==> config.mk <==
export PLATFORM = sky130hd
export DESIGN_NAME = mem_wb_pipe
export DESIGN_NICKNAME = d
export VERILOG_FILES = /design/src/rtl/mem_wb_pipe_pkg.sv /design/src/rtl/mem_wb_pipe_load_align.sv /design/src/rtl/mem_wb_pipe.sv
export SDC_FILE = /design/constraint.sdc
export NUM_CORES = 1
export LEC_CHECK = 0
export ABC_AREA = 1
export CORE_ASPECT_RATIO = 0.5
export CORE_MARGIN = 5
export CORE_UTILIZATION = 42
export CTS_CLUSTER_DIAMETER = 80
export DETAILED_ROUTE_END_ITERATION = 16
export PLACE_DENSITY_LB_ADDON = 0.12
export SLEW_MARGIN = 20
export SYNTH_ARGS = -nofsm -noshare
export SYNTH_HDL_FRONTEND = slang
export SYNTH_SLANG_ARGS = --single-unit
==> constraint.sdc <==
create_clock -name clk -period 4.3 [get_ports clk]
set_clock_uncertainty 0.15 [all_clocks]
set_input_delay 0.86 -clock clk [delete_from_list [all_inputs] [get_ports clk]]
set_output_delay 0.86 -clock clk [all_outputs]
set_load 0.02 [all_outputs]
==> src/rtl/mem_wb_pipe_pkg.sv <==
// Shared constants and the EX/MEM / MEM/WB record type for the MEM and WB pipeline stages.
package mem_wb_pipe_pkg;

  localparam int DEF_REG_W  = 7;
  localparam int DEF_DATA_W = 32;

  localparam logic [1:0] LOAD_BYTE = 2'b00;
  localparam logic [1:0] LOAD_HALF = 2'b01;
  localparam logic [1:0] LOAD_WORD = 2'b10;

  // Everything a stage carries except the destination register, whose width is a module parameter.
  typedef struct packed {
    logic [DEF_DATA_W-1:0] alu;
    logic                  load;
    logic [1:0]            size;
    logic                  sgn;
  } stage_rec_t;

  localparam stage_rec_t STAGE_BUBBLE = '{alu: '0, load: 1'b0, size: LOAD_BYTE, sgn: 1'b0};

endpackage

==> src/rtl/mem_wb_pipe_load_align.sv <==
// Combinational load-data aligner: picks the addressed byte/half of a little-endian word and extends it.
module mem_wb_pipe_load_align
  import mem_wb_pipe_pkg::*;
(
  input  logic [1:0]  size,
  input  logic        sgn,
  input  logic [1:0]  off,
  input  logic [31:0] raw,
  output logic [31:0] data
);

  logic [7:0]  byte_v;
  logic [15:0] half_v;

  always_comb begin
    byte_v = raw[{off, 3'b000} +: 8];
    half_v = off[1] ? raw[31:16] : raw[15:0];
    data   = raw;
    case (size)
      LOAD_BYTE: data = {{24{sgn & byte_v[7]}}, byte_v};
      LOAD_HALF: data = {{16{sgn & half_v[15]}}, half_v};
      default:   data = raw;
    endcase
  end

endmodule

==> src/rtl/mem_wb_pipe.sv <==
// EX/MEM and MEM/WB pipeline registers with load-use bubble insertion and WB load alignment.
// Optional perf counters are enabled by defining MEM_WB_PERF_CNT_EN.
module mem_wb_pipe
  import mem_wb_pipe_pkg::*;
#(
  parameter int REG_W  = DEF_REG_W,
  parameter int DATA_W = DEF_DATA_W
) (
  input  logic              clk,
  input  logic              rst,
  input  logic              ExValid,
  input  logic              ExRegWrite,
  input  logic [REG_W-1:0]  ExRegNumber,
  input  logic [DATA_W-1:0] ExAluResult,
  input  logic              ExLoad,
  input  logic [1:0]        ExLoadSize,
  input  logic              ExLoadSigned,
  input  logic              LoadStore,
  input  logic              Flush,
  input  logic              Freeze,
  input  logic [DATA_W-1:0] MemReadData,
  output logic [REG_W-1:0]  MEMRegisterNumber,
  output logic [DATA_W-1:0] MEMAluResultData,
  output logic              MEMLoad,
  output logic [REG_W-1:0]  WBRegisterNumber,
  output logic [DATA_W-1:0] WBAluResultData,
  output logic [DATA_W-1:0] WBReadData,
  output logic              WBLoad,
  output logic              WBRegWrite,
  output logic [31:0]       BubbleCount,
  output logic [31:0]       FreezeCount
);

  stage_rec_t       ex_rec, mem_rec, wb_rec;
  logic [REG_W-1:0] ex_dst, mem_dst, wb_dst;
  logic [31:0]      wb_aligned;

  // There is no valid/ready handshake here: Freeze is the only backpressure and
  // holds both registers; an invalid or non-writing instruction is encoded as dst 0.
  always_comb begin
    ex_rec      = STAGE_BUBBLE;
    ex_rec.alu  = ExAluResult;
    ex_rec.load = ExValid & ExLoad;
    ex_rec.size = ExLoadSize;
    ex_rec.sgn  = ExLoadSigned;
    ex_dst      = (ExValid & ExRegWrite) ? ExRegNumber : '0;
  end

  always_ff @(posedge clk) begin
    if (rst) begin
      mem_rec <= STAGE_BUBBLE;
      mem_dst <= '0;
      wb_rec  <= STAGE_BUBBLE;
      wb_dst  <= '0;
    end else if (!Freeze) begin
      if (Flush | LoadStore) begin
        mem_rec <= STAGE_BUBBLE;
        mem_dst <= '0;
      end else begin
        mem_rec <= ex_rec;
        mem_dst <= ex_dst;
      end
      wb_rec <= mem_rec;
      wb_dst <= mem_dst;
    end
  end

  mem_wb_pipe_load_align u_align (
    .size (wb_rec.size),
    .sgn  (wb_rec.sgn),
    .off  (wb_rec.alu[1:0]),
    .raw  (MemReadData),
    .data (wb_aligned)
  );

  assign MEMRegisterNumber = mem_dst;
  assign MEMAluResultData  = mem_rec.alu;
  assign MEMLoad           = mem_rec.load;
  assign WBRegisterNumber  = wb_dst;
  assign WBAluResultData   = wb_rec.alu;
  assign WBLoad            = wb_rec.load;
  assign WBRegWrite        = |wb_dst;
  assign WBReadData        = wb_rec.load ? wb_aligned : '0;

`ifdef MEM_WB_PERF_CNT_EN
  logic [31:0] bubble_cnt, freeze_cnt;

  // A bubble is only counted when the stage actually advanced.
  always_ff @(posedge clk) begin
    if (rst) begin
      bubble_cnt <= '0;
      freeze_cnt <= '0;
    end else if (Freeze) begin
      freeze_cnt <= freeze_cnt + 32'd1;
    end else if (Flush | LoadStore) begin
      bubble_cnt <= bubble_cnt + 32'd1;
    end
  end

  assign BubbleCount = bubble_cnt;
  assign FreezeCount = freeze_cnt;
`else
  assign BubbleCount = '0;
  assign FreezeCount = '0;
`endif

endmodule

# Word level (Yosys, flattened, before mapping)
# Cells that the tools add are included.
[word_totals]
elab_cells = 25
out_inout_bits = 177
regBits = 86
in_bits = 82
[classes]
n_eq_ne = 1
n_mux = 6
n_shift = 1
bitwise_logic = 5
n_reduce_logical = 2
[ops]
columns = ["operator", "n"]
rows = [
  ["$pmux 32 s2", 1],
  ["$mux 36", 1],
  ["$mux 32", 1],
  ["$shiftx 32x6->8", 1],
  ["$mux 16", 1],
  ["$mux 7", 2],
  ["$reduce_or 7->1", 1],
  ["$and 1x1->1", 4],
  ["$eq 2x1->1 const B", 1],
  ["$logic_not 2->1", 1],
  ["$or 1x1->1", 1],
]

# Depth between registers and ports, before layout
[logic_depth]
depth_word = 4
ltp_mapped = 11
ltp_nobuf = 9

# Cells and area by module
# From an unflattened synthesis, not the netlist that was laid out.
[hier_totals]
cells_unflattened = 748
hier_area_um2 = 5226.3
[by_module_without_submodules]
columns = ["module", "area_each_um2", "cells_each", "seq_area_each_um2", "instances"]
rows = [
  ["mem_wb_pipe", 4371.7, 595, 1721.7, 1],
  ["mem_wb_pipe_load_align", 854.6, 153, 0.0, 1],
]

# Least setup slack after synthesis
# OpenSTA, ideal clock, no wires.
[synth_path]
path_type = "input-to-output"
startpoint = "in MemReadData[31]"
endpoint = "out WBReadData[7]"
n_path_buf = 0
stages = 6
slack_ps = 1581
arrival_time_ps = 1709
cell_sequence = "nand2_1 > nand2_1 > nand2_4 > nand2_4 > a21oi_1 > a21boi_0"
[synth_via]
elab_chain_len = 3
[synth_lines]
columns = ["item", "line_no", "rtl"]
rows = [
  ["from (decl)", "mem_wb_pipe.sv:21", "input logic [DATA_W-1:0] MemReadData,"],
  ["$shiftx 32x6->8", "mem_wb_pipe_load_align.sv:16", "byte_v = raw[{off, 3'b000} +: 8];"],
  ["$pmux 32 s2", "mem_wb_pipe_load_align.sv:19", "case (size)"],
  ["$mux 32", "mem_wb_pipe.sv:83", "assign WBReadData = wb_rec.load ? wb_aligned : '0;"],
  ["to (decl)", "mem_wb_pipe.sv:27", "output logic [DATA_W-1:0] WBReadData,"],
]
# No other way between the ends.

# Worst setup path in the final report
[layout_path]
startpoint = "in MemReadData[31]"
endpoint = "out WBReadData[17]"
[layout_via]
elab_chain_len = 4
[layout_lines]
columns = ["item", "line_no"]
rows = [
  ["$shiftx 32x6->8 / $mux 16 (equally long branches)", "mem_wb_pipe_load_align.sv:16, mem_wb_pipe_load_align.sv:17"],
  ["$and 1x1->1, on equally long branches", "mem_wb_pipe_load_align.sv:20, mem_wb_pipe_load_align.sv:21"],
  ["$pmux 32 s2 (*)", "mem_wb_pipe_load_align.sv:19"],
  ["$mux 32 (*)", "mem_wb_pipe.sv:83"],
]
# Every way passes the cells marked *; elsewhere a longest branch is shown, timed or not.

==> reports/results.ini <==
[status]
run_status = complete, no violations

[timing]
worst_pin_slew_ps = 941.8
hold_slack_ps = 310.5
fmaxAchievable_ghz = 0.2523
finalMaxSlewViolations = 0
final.period_utilization_pct = 92.18
slew_headroom_pct = 37.13
fin_setup_tns_ps = 0
finalSetupViolations = 0
rsz0062_at_grt = no
hold_viol = 0
layout_min_cycle_time_ps = 3964

[global_route]
first_global_vias = 4006
grt_first_pass_wirelength_um = 20500
track_usage_pct = 18.83
antenna_found_initial = 0
overflow = 0
grt_max_degree = 63

[clocking]
cts-hold-fix-buffers = 0
clk_pin_slew_ps = 60
post_cts_buffers = 0
root_buffer = clkbuf_16
h-tree-depth = 3
cts_tree = yes
cts_buffers = 9
postCtsResizedCells = 0
clock_latency_ps = 330
clockBufferDepth = 2
cts_sinks = 86

[final_layout]
layout-drive-gt1-share_pct = 5.904
syn_to_final_growth_pct = 39.32
fillers = 1061
antenna_cells = 0
nNetsFinal = 890

[power_and_ir_drop]
power_leakage_uw = 0.002794
p_comb_share_pct = 22.5
power.total_uw = 2106
switching_power_uw = 614.9
swShare_pct = 29.20
power.internal_uw = 1491
max-vdd-ir-drop_mv = 0.2082
clkPwrFrac_pct = 35.9
p_per_area_nw_per_um2 = 326.5
seq_power_share_pct = 41.6

[drt]
via_per_inst = 4.533
dr.first_iter.drc_count = 218
drtPass1Iterations = 4
wl_per_cell_um = 13.90
drc = 0
ant_nets = 0
num_vias = 4343
finalWirelength_um = 13320

[critical_path]
crit_path_end_kind = output port
crit_chain = clkdlybuf4s50_1, nand2_1, nand2_1, nand2_4, nand2_4, nand2_4, nand3_2, nand2_4, nor2_1, clkdlybuf4s50_1
r2r_slack_ps = 2870
crit_type = in -> out
cp_slowest_stage_delay_ps = 630
r2r_end = wb_rec[2]
cpMaxStageDelayCell = clkdlybuf4s50_1
rr_worst_depth = 2
required_ps = 3290
r2r-start = wb_rec[2]
path_buf_inv = 2
crit_top_cell = nand2_4
crit_arrival_ps = 2950
startpoint_type = input port
path_delay_family = buffers and inverters
path_max_fanout = 16

[place]
routabilityCongestion = 0.8263
dp_hpwl_um = 9737
portBuffers = 194

[min_path]
min_from = mem_rec[0]
min_path_cells = 2
hold_class = reg -> reg
holdPathEnd = mem_rec[0]

[floorplan]
rows = 27
die_w_um = 158.5
coreArea_um2 = 10880
die_area_um2 = 13350
boundaryPins = 259
die_y_um = 84.24
floorplan.initialDensity_pct = 42.56

[synthesis]
syn-instance-count = 666
ys_seq_area_share_pct = 37.19
synth-seq-cells = 86
yosys.cell_types.count = 25
yosys_warnings = 0
synthesis.area_um2 = 4629
synth_area_per_cell_um2 = 6.951

[run]
maxCapViolCount = 0

[worst max-delay path by stage]
stage	start	to	slack, ps	cells after the start
finish	MemReadData[31]	WBReadData[17]	340	10
detailed placement	MemReadData[31]	WBReadData[17]	340	10
global route	wb_rec[2]	WBReadData[17]	220	10
floorplan	MemReadData[31]	WBReadData[7]	1580	6
CTS	MemReadData[31]	WBReadData[17]	340	10
global placement	MemReadData[31]	WBReadData[31]	400	10
[synthesized netlist by cell type]
cell type  number  area (µm²)
nor2_2          1       6.260
clkbuf_1       34       127.6
nand3_1        24       120.1
nor2_8          1       20.02
a21boi_0        1       7.510
buf_1           1       3.750
o21ai_0        75       375.4
nand3_2         1       10.01
nor2_4         10       112.6
inv_1          19       71.32
inv_4           1       6.260
nor4_1          1       6.260
nand2_4         5       56.30
buf_6           1       11.26
buf_4          97       728.2
dfxtp_1        86        1722
inv_2           1       3.750
nor3_1          2       10.01
a21oi_1        49       245.2
nand2_1       150       563.0
inv_8           1       11.26
conb_1          1       3.750
buf_2           1       5.000
buf_12          1       20.02
nor2_1        102       382.9
[power by group through the flow]
stage	clock, µW	combinational [µW]	sequential, µW
after detailed placement	0	474	892
after global routing	814	515	881
after global placement	0	471	891
after CTS	777	476	875
after floorplan	0	298	911
final	757	474	875
[through the flow]
step	utilization, %	setup slack (ps)	instance area (µm²)	std cells
6_report	59.29	336.2	6450	958
5_1_grt	59.29	215.2	6450	958
4_1_cts	59.29	337.1	6450	958
3_5_place_dp	56.61	341.7	6158	942
3_3_place_gp	56.61	398.0	6158	942
2_1_floorplan	-	1581	4866	729
[cell type report]
cell class | instances | area (µm²) | share of cell area (%)
multi-input combinational | 486 | 2158 | 33.46
clock buffer | 10 | 229.0 | 3.550
clock inverter | 6 | 62.56 | 0.9699
tap | 145 | 181.4 | 2.813
timing repair buffer | 203 | 2004 | 31.08
inverter | 22 | 92.59 | 1.435
sequential | 86 | 1722 | 26.69
[metal layers]
metal | up-vias | GRT usage (%) | part of all wire [%] | routed length [µm]
li1 | 2229 | - | - | -
met4 | 0 | 3.483 | 0.68 | 90
met2 | 155 | 33.93 | 50 | 6648
met5 | - | 0 | 0 | 0
met1 | 1950 | 22.12 | 40 | 5393
met3 | 9 | 6.025 | 8.9 | 1187
[cells in the final DEF (no fill, tap or decap)]
| cell | netlist | layout |
|---|---|---|
| inv_8 | 1 | 1 |
| a21boi_0 | 1 | 1 |
| nor2_2 | 1 | 2 |
| nand2_4 | 5 | 5 |
| inv_4 | 1 | 1 |
| nand3_1 | 24 | 24 |
| nand3_2 | 1 | 1 |
| nor3_1 | 2 | 2 |
| clkbuf_1 | 34 | 1 |
| clkbuf_16 | 0 | 9 |
| clkinv_2 | 0 | 2 |
| clkdlybuf4s50_1 | 0 | 193 |
| nor2_8 | 1 | 1 |
| inv_1 | 19 | 17 |
| o21ai_0 | 75 | 75 |
| buf_2 | 1 | 1 |
| dfxtp_1 | 86 | 86 |
| nand2_1 | 150 | 150 |
| nor2_4 | 10 | 10 |
| buf_4 | 97 | 9 |
| conb_1 | 1 | 64 |
| a21oi_1 | 49 | 49 |
| nor4_1 | 1 | 1 |
| clkinvlp_4 | 0 | 3 |
| nor2_1 | 102 | 101 |
| clkinv_1 | 0 | 1 |
| bufinv_16 | 0 | 1 |
| inv_2 | 1 | 2 |
[state kept, by name (all words and copies together), names as in the netlist]
name               count
wb_rec                 3
WBAluResultData       32
WBLoad                 1
MEMLoad                1
WBRegisterNumber       7
mem_rec                3
MEMRegisterNumber      7
MEMAluResultData      32
[worst reg2reg max path, delay by kind of cell (launching register included)]
| kind | cells | cell delay [ps] |
|---|---|---|
| AOI/OAI and AO/OA | 1 | 180 |
| buffers and inverters | 1 | 150 |
| DFF | 1 | 880 |
[cell families (layout without fill, tap and decap cells)]
logic type             after synthesis  after routing  synth area share (%)
flip-flops                          86             86                 37.19
AO/OA/AOI/OAI                      125            125                 13.57
other                                1             64               0.08100
buffers and inverters              157            241                 21.35
AND/OR/NAND/NOR                    297            297                 27.81
(Power assumes the default switching activity.)
